**config.mk**
```make
export PLATFORM = sky130hd
export DESIGN_NAME = async_fifo_wptr_full
export DESIGN_NICKNAME = d
export VERILOG_FILES = /design/src/rtl/async_fifo_wptr_full.sv
export SDC_FILE = /design/constraint.sdc
export NUM_CORES = 1
export LEC_CHECK = 0
export ABC_CLOCK_PERIOD_IN_PS = 2250
export CELL_PAD_IN_SITES_DETAIL_PLACEMENT = 1
export CELL_PAD_IN_SITES_GLOBAL_PLACEMENT = 1
export CORE_UTILIZATION = 35
export CTS_BUF_LIST = sky130_fd_sc_hd__clkbuf_2
export DETAILED_ROUTE_END_ITERATION = 8
export MAX_ROUTING_LAYER = met4
export PLACE_DENSITY = 0.8
export SLEW_MARGIN = 20
export SYNTH_ARGS = -nofsm -noshare
export SYNTH_HDL_FRONTEND = slang
export SYNTH_SLANG_ARGS = --single-unit
export TNS_END_PERCENT = 20
```
**constraint.sdc**
```tcl
create_clock -name clk -period 2.25 [get_ports clk]
set_clock_uncertainty 0.05 [all_clocks]
set_input_delay 0.45 -clock clk [delete_from_list [all_inputs] [get_ports clk]]
set_output_delay 0.45 -clock clk [all_outputs]
set_load 0.01 [all_outputs]
```
**src/rtl/async_fifo_wptr_full.sv**
```systemverilog
// Write-domain pointer and full/almost-full/overflow manager for the async FIFO.
// Optional wr_level output port is enabled by defining ASYNC_FIFO_WR_LEVEL_EN.
module async_fifo_wptr_full #(
    parameter int unsigned ADDR_W       = 4,
    parameter int unsigned AFULL_THRESH = 12
) (
    input  logic              clk,
    input  logic              reset_n,
    input  logic              wr_req,
    input  logic [ADDR_W:0]   rptr_gray_sync,
    input  logic              ovf_clr,
    output logic              wr_en,
    output logic [ADDR_W-1:0] waddr,
    output logic [ADDR_W:0]   wptr_gray,
    output logic              full,
    output logic              almost_full,
    output logic              overflow
`ifdef ASYNC_FIFO_WR_LEVEL_EN
    ,
    output logic [ADDR_W:0]   wr_level
`endif
);

    localparam int unsigned PTR_W = ADDR_W + 1;

    // Gray pattern of a pointer exactly one depth ahead: top two bits inverted.
    localparam logic [PTR_W-1:0] FULL_MASK = PTR_W'(3) << (ADDR_W - 1);

    logic [PTR_W-1:0] wbin;
    logic [PTR_W-1:0] wbin_next;
    logic [PTR_W-1:0] wgray_next;
    logic [PTR_W-1:0] rbin;
    logic [PTR_W-1:0] level_next;
    logic             full_next;
    logic             afull_next;
    logic             ovf_next;

    // Write strobe is qualified by the registered full flag only.
    assign wr_en = wr_req & ~full;
    assign waddr = wbin[ADDR_W-1:0];

    // Next-pointer, Gray encode and fill-level computation.
    always_comb begin
        wbin_next  = wbin + PTR_W'(wr_en);
        wgray_next = wbin_next ^ (wbin_next >> 1);
        rbin       = '0;
        for (int i = 0; i < int'(PTR_W); i++) begin
            rbin[i] = ^(rptr_gray_sync >> i);
        end
        level_next = wbin_next - rbin;
        full_next  = (wgray_next == (rptr_gray_sync ^ FULL_MASK));
        afull_next = (level_next >= PTR_W'(AFULL_THRESH));
        ovf_next   = overflow;
        if (wr_req && full) begin
            ovf_next = 1'b1;
        end else if (ovf_clr) begin
            ovf_next = 1'b0;
        end
    end

    // Pointer and status registers.
    always_ff @(posedge clk or negedge reset_n) begin
        if (!reset_n) begin
            wbin        <= '0;
            wptr_gray   <= '0;
            full        <= 1'b0;
            almost_full <= 1'b0;
            overflow    <= 1'b0;
        end else begin
            wbin        <= wbin_next;
            wptr_gray   <= wgray_next;
            full        <= full_next;
            almost_full <= afull_next;
            overflow    <= ovf_next;
        end
    end

`ifdef ASYNC_FIFO_WR_LEVEL_EN
    // Registered fill level exported for observability.
    always_ff @(posedge clk or negedge reset_n) begin
        if (!reset_n) begin
            wr_level <= '0;
        end else begin
            wr_level <= level_next;
        end
    end
`endif

endmodule

```
[Word-level counts from Yosys, hierarchy flattened]
Cells that the tools add are included.
Operators by class
  add/sub/neg operators: 2
  $lt $le $gt $ge: 1
  equal/unequal tests: 1
  multiplexer cells: 2
  bitwise gates (word level): 4
  reduce and logical (&&, ||, !) cells: 7
Operators with widths (number)
  parity 5 bit: 5
  adder 5 x 1 -> 5 bit: 1
  == test 5 bit: 1
  >= comparator 5 x 4 -> 1 bit (second input constant): 1
  subtractor 5 bit: 1
  bitwise XOR 5 x 4 -> 5 bit: 1
  2-to-1 mux 1 bit: 2
  NOT 2 bit: 1
  nonzero test 2 bit: 1
  AND 1 bit: 1
  logical AND 1 bit: 1
  NOT 1 bit: 1
Storage, ports and cells
  register bits after elaboration: 13
  input bits: 9
  output and inout bits: 13
  logic and storage cells: 22

[Logic depth before layout (Yosys ltp)]
  depth after elaboration: 5
  depth in mapped cells: 11
  mapped depth without buffers: 11

[Worst setup path after synthesis]
OpenSTA, ideal clock, no wires.
  path kind: reg-to-reg
  from: reg full
  to: reg almost_full
  library setup time: 138 ps
  arrival: 2388 ps
  setup slack: -326 ps
  cell stages (with the launch flop): 10
  path buffers: 0
  clock period less this slack: 2576 ps
  cell sequence: dfrtp_1 > and3b_4 > ha_1 > xnor2_2 > inv_1 > ha_1 > and2b_2 > mux2_4 > a22oi_1 > a32oi_1
Between the ends
  cells in the longest elaborated chain, start to end: 5
Ends and longest elaborated chain
  start, declared: RTL line 15  | output logic full,
  start signal, assigned: RTL line 72  | full <= full_next;
  NOT 1 bit: RTL line 39  | assign wr_en = wr_req & ~full;
  AND 1 bit: RTL line 39
  adder 5 x 1 -> 5 bit: RTL line 44  | wbin_next = wbin + PTR_W'(wr_en);
  named net wbin_next[2]: RTL line 30  | logic [PTR_W-1:0] wbin_next;
  subtractor 5 bit: RTL line 50  | level_next = wbin_next - rbin;
  >= comparator 5 x 4 -> 1 bit: RTL line 52  | afull_next = (level_next >= PTR_W'(AFULL_THRESH));
  named net afull_next: RTL line 35  | logic afull_next;
  end signal, assigned: RTL line 73  | almost_full <= afull_next;
  end, declared: RTL line 16  | output logic almost_full,
The timed path passes the listed nets, and every way through them passes these cells.
A chain may end at the register's enable or synchronous reset.

[Worst setup path in the final report]
Ends and elaborated chain as after synthesis.

==> impl_results.md <==
- Run status: finished with violations
- Violations in the final reports: negative setup slack
- Largest net degree at the start of global routing: 13
- # H-tree levels: 1
- Cell row count: 17
- Maximum capacitance violations: 0
- Leakage power figure: approximately 0.00066 uW
- Initial core utilization: 0.387
- Clock Path Buffers: 2
- Final setup violation count: 1
- Largest cells by area after synthesis: sky130_fd_sc_hd__dfrtp_1 34%, sky130_fd_sc_hd__xnor2_1 12%, sky130_fd_sc_hd__ha_1 7.0%
- Final worst path period share: 1.02
- Leftover overflow at the end of global routing: 0
- DPL Wire Length: between 2 and 2.5 mm
- Tot Pwr: around 2700 uW
- Synthesis-stage register bit count: 12
- Clock latency on the worst-skew pair: 0.29 ns
- Reg2reg end: almost_full$_DFF_PN0_
- Largest stage delay, worst path: about 0.43 ns
- Detail-routed net length per standard cell: between 15 and 20 um
- Net count of the finished layout: 145
- Number of clock sinks seen by CTS: 12
- Measured slew at the worst slew-check pin: roughly 0.57 ns
- CP Cell Sequence: and3b_4 -> ha_4 -> xnor2_4 -> inv_2 -> ha_4 -> and2b_2 -> mux2_4 -> a22oi_2 -> a32oi_1
- Category of the critical setup timing path: flop to flop
- Power density of the placed cells: approximately 1700 mW/mm2
- Post-synthesis net count: 90
- Hold violation total from the final report: 0
- Most common cell after layout, fill and taps aside: sky130_fd_sc_hd__buf_4
- Mean instance size in the synthesized netlist: around 12 um2
- Area leader, netlist: sky130_fd_sc_hd__dfrtp_1
- F_max: 435 MHz
- Die Width: between 50 and 60 um
- Worst-path clk slew: 0.15 ns
- Tot GR Track Use: 0.275
- Fraction of final layout cells with drive strength greater than 1: 0.477
- Area growth from synthesis to layout: 73.0%
- DRC violations left: 0
- Element type at the critical path end: flop
- Routability Congestion: slightly below 0.8
- Starting DRC count in detailed routing: 6
- Yosys warns: 0
- Placeable Area: 0.00230 mm2
- Root buffer cell: sky130_fd_sc_hd__clkbuf_2
- Unrepaired setup endpoints after global routing: yes
- Startpoint of the most critical register-to-register path: full$_DFF_PN0_
- Vias after detailed routing: 765
- Critical path required time: between 2 and 2.5 ns
- Shortest period the worst path allows: about 2.3 ns
- Post-detailed-route via-to-cell ratio: about 4.8
- Setup slack, reg-to-reg: -0.05 ns
- Worst setup slack after layout: -0.0499 ns
- Final slew viol count: 0
- Post-synthesis instance area: 890 um2
- Area of the die: 0.00275 mm2
- First-pass detailed-route iteration total: 4
- Final wirelength: roughly 3.2 mm
- Kind of path behind the tightest hold check: input pin to asynchronous set/reset pin
- Worst slack, placed: -0.732 ns
- Fraction of post-synthesis cell area in the top cell type by area: 0.338
- Element type at the critical path start: flop
- Number of CTS-inserted buffers: 3
- Antenna violations before repair: 0
- Commonest non-fill, non-tap cells in the layout: 28 x sky130_fd_sc_hd__buf_4, 16 x sky130_fd_sc_hd__clkdlybuf4s50_1, 11 x sky130_fd_sc_hd__dfrtp_1
- Number of instances in the synthesized netlist: 76
- Number of top-level pins: 22
- Wire length of the first global-routing pass: 4.94 mm
- Maximum resistive drop on vdd: roughly 1000 uV
- Number of port buffers: 21
- Fraction of the yosys area taken by sequential cells: 0.338
- Antenna Diode Count: 0
- Yosys cell types: 32
- Most used cell, CP: sky130_fd_sc_hd__ha_4
- Worst-path cell with the longest stage delay: sky130_fd_sc_hd__dfrtp_2
- Worst reg-to-reg path cell count: 9
- Clock tree from TritonCTS: yes
- Vertical die dimension: 52.4 um
- Quantity of hold-fixing buffers added after cts: 0
- Maximum fanout along the worst path: 3
- Endpoint arrival time on the critical path: approximately 2.4 ns
- Vias in the first global route: about 900
- Antenna-violating nets left: 0
- Relative max-transition margin: 0.621
## per-layer routing
metal | routed length [um] | global-route usage | vias to the layer above
met5 | 0 | - | -
met4 | 67 | 0.118 | 0
met3 | 82 | 0.0406 | 7
met2 | 1710 | 0.504 | 23
met1 | 1290 | 0.290 | 373
li1 | - | - | 362
## cells by family after synthesis
logic type | count (synthesis) | share of synthesized area
xor gates and xnor gates | 22 | 0.288
and+or+nand+nor | 17 | 0.143
DFF | 12 | 0.338
AOI/OAI and AO/OA | 10 | 0.0970
buffers and inverters | 8 | 0.0338
adders and majority gates | 6 | 0.0830
muxes | 1 | 0.0169
## metrics by stage
stage | TNS, ns | std cells | utilization | hold WS, ns | cell area, um2
CTS | -0.113 | 157 | 0.651 | 0.464 | 1500
floorplan | -0.0902 | 76 | - | 0.104 | 971
global route | -0.163 | 158 | 0.670 | 0.478 | 1540
detailed placement | -1.23 | 148 | 0.606 | 0.506 | 1390
finish | -0.0499 | 158 | 0.670 | 0.443 | 1540
global placement | -0.921 | 148 | 0.606 | 0.461 | 1390
## cells in the mapped netlist
| library cell | number |
|---|---|
| sky130_fd_sc_hd__xnor2_4 | 1 |
| sky130_fd_sc_hd__a221oi_2 | 1 |
| sky130_fd_sc_hd__a2111oi_2 | 1 |
| sky130_fd_sc_hd__o21ai_0 | 1 |
| sky130_fd_sc_hd__nand3_4 | 1 |
| sky130_fd_sc_hd__nand2_1 | 2 |
| sky130_fd_sc_hd__or3_1 | 2 |
| sky130_fd_sc_hd__and3b_4 | 1 |
| sky130_fd_sc_hd__nand2b_1 | 1 |
| sky130_fd_sc_hd__nor2b_4 | 1 |
| sky130_fd_sc_hd__xor2_2 | 1 |
| sky130_fd_sc_hd__nor3b_1 | 1 |
| sky130_fd_sc_hd__nand3_1 | 2 |
| sky130_fd_sc_hd__and4b_1 | 1 |
| sky130_fd_sc_hd__maj3_2 | 1 |
| sky130_fd_sc_hd__buf_1 | 1 |
| sky130_fd_sc_hd__xnor2_2 | 3 |
| sky130_fd_sc_hd__a22oi_1 | 2 |
| sky130_fd_sc_hd__xor3_1 | 1 |
| sky130_fd_sc_hd__dfrtp_1 | 12 |
| sky130_fd_sc_hd__ha_1 | 5 |
| sky130_fd_sc_hd__nand3_2 | 1 |
| sky130_fd_sc_hd__o21bai_1 | 2 |
| sky130_fd_sc_hd__xor2_1 | 4 |
| sky130_fd_sc_hd__a211oi_1 | 1 |
| sky130_fd_sc_hd__inv_1 | 7 |
| sky130_fd_sc_hd__a32oi_1 | 1 |
| sky130_fd_sc_hd__o21ai_1 | 1 |
| sky130_fd_sc_hd__mux2_4 | 1 |
| sky130_fd_sc_hd__and2b_2 | 1 |
| sky130_fd_sc_hd__nor2_1 | 3 |
| sky130_fd_sc_hd__xnor2_1 | 12 |
## cell type report
cell class | count | area (um2)
clock buffer | 3 | 15.0
sequential | 12 | 302
clock inverter | 1 | 3.75
timing repair buffer | 51 | 440
fill | 230 | 758
multi-input combinational | 56 | 717
tap | 28 | 35.0
inverter | 7 | 26.3
## flip-flops by register name (all words and copies together), names as in the netlist
| name | count |
|---|---|
| almost_full | 1 |
| wptr_gray | 4 |
| wbin | 5 |
| overflow | 1 |
| full | 1 |
## worst max path at each step
stage	from	endpoint	slack (ns)
after CTS	full$_DFF_PN0_	full$_DFF_PN0_	-0.09
final	full$_DFF_PN0_	almost_full$_DFF_PN0_	-0.05
after detailed placement	rptr_gray_sync[3]	almost_full$_DFF_PN0_	-0.73
after global routing	full$_DFF_PN0_	almost_full$_DFF_PN0_	-0.13
after floorplan	full$_DFF_PN0_	almost_full$_DFF_PN0_	-0.09
after global placement	rptr_gray_sync[3]	almost_full$_DFF_PN0_	-0.58
## timing repair
action,4_1_cts,5_1_grt
setup endpoints to repair,3,2
buffers inserted,5,1
pin swaps,9,4
resized for setup,16,4
gates cloned,0,0
## critical path, delay by kind of cell (launching register included)
family	cells	cell delay, ns
adders and majority gates	2	0.45
and+or+nand+nor	2	0.55
DFF	1	0.43
AOI/OAI and AO/OA	2	0.23
buffers and inverters	1	0.08
xor gates and xnor gates	1	0.13
muxes	1	0.28
## power by group
part,internal [uW],switching [uW]
combinational,1160,930
clock,38.6,87.7
sequential,327,138
(Power assumes the default switching activity.)
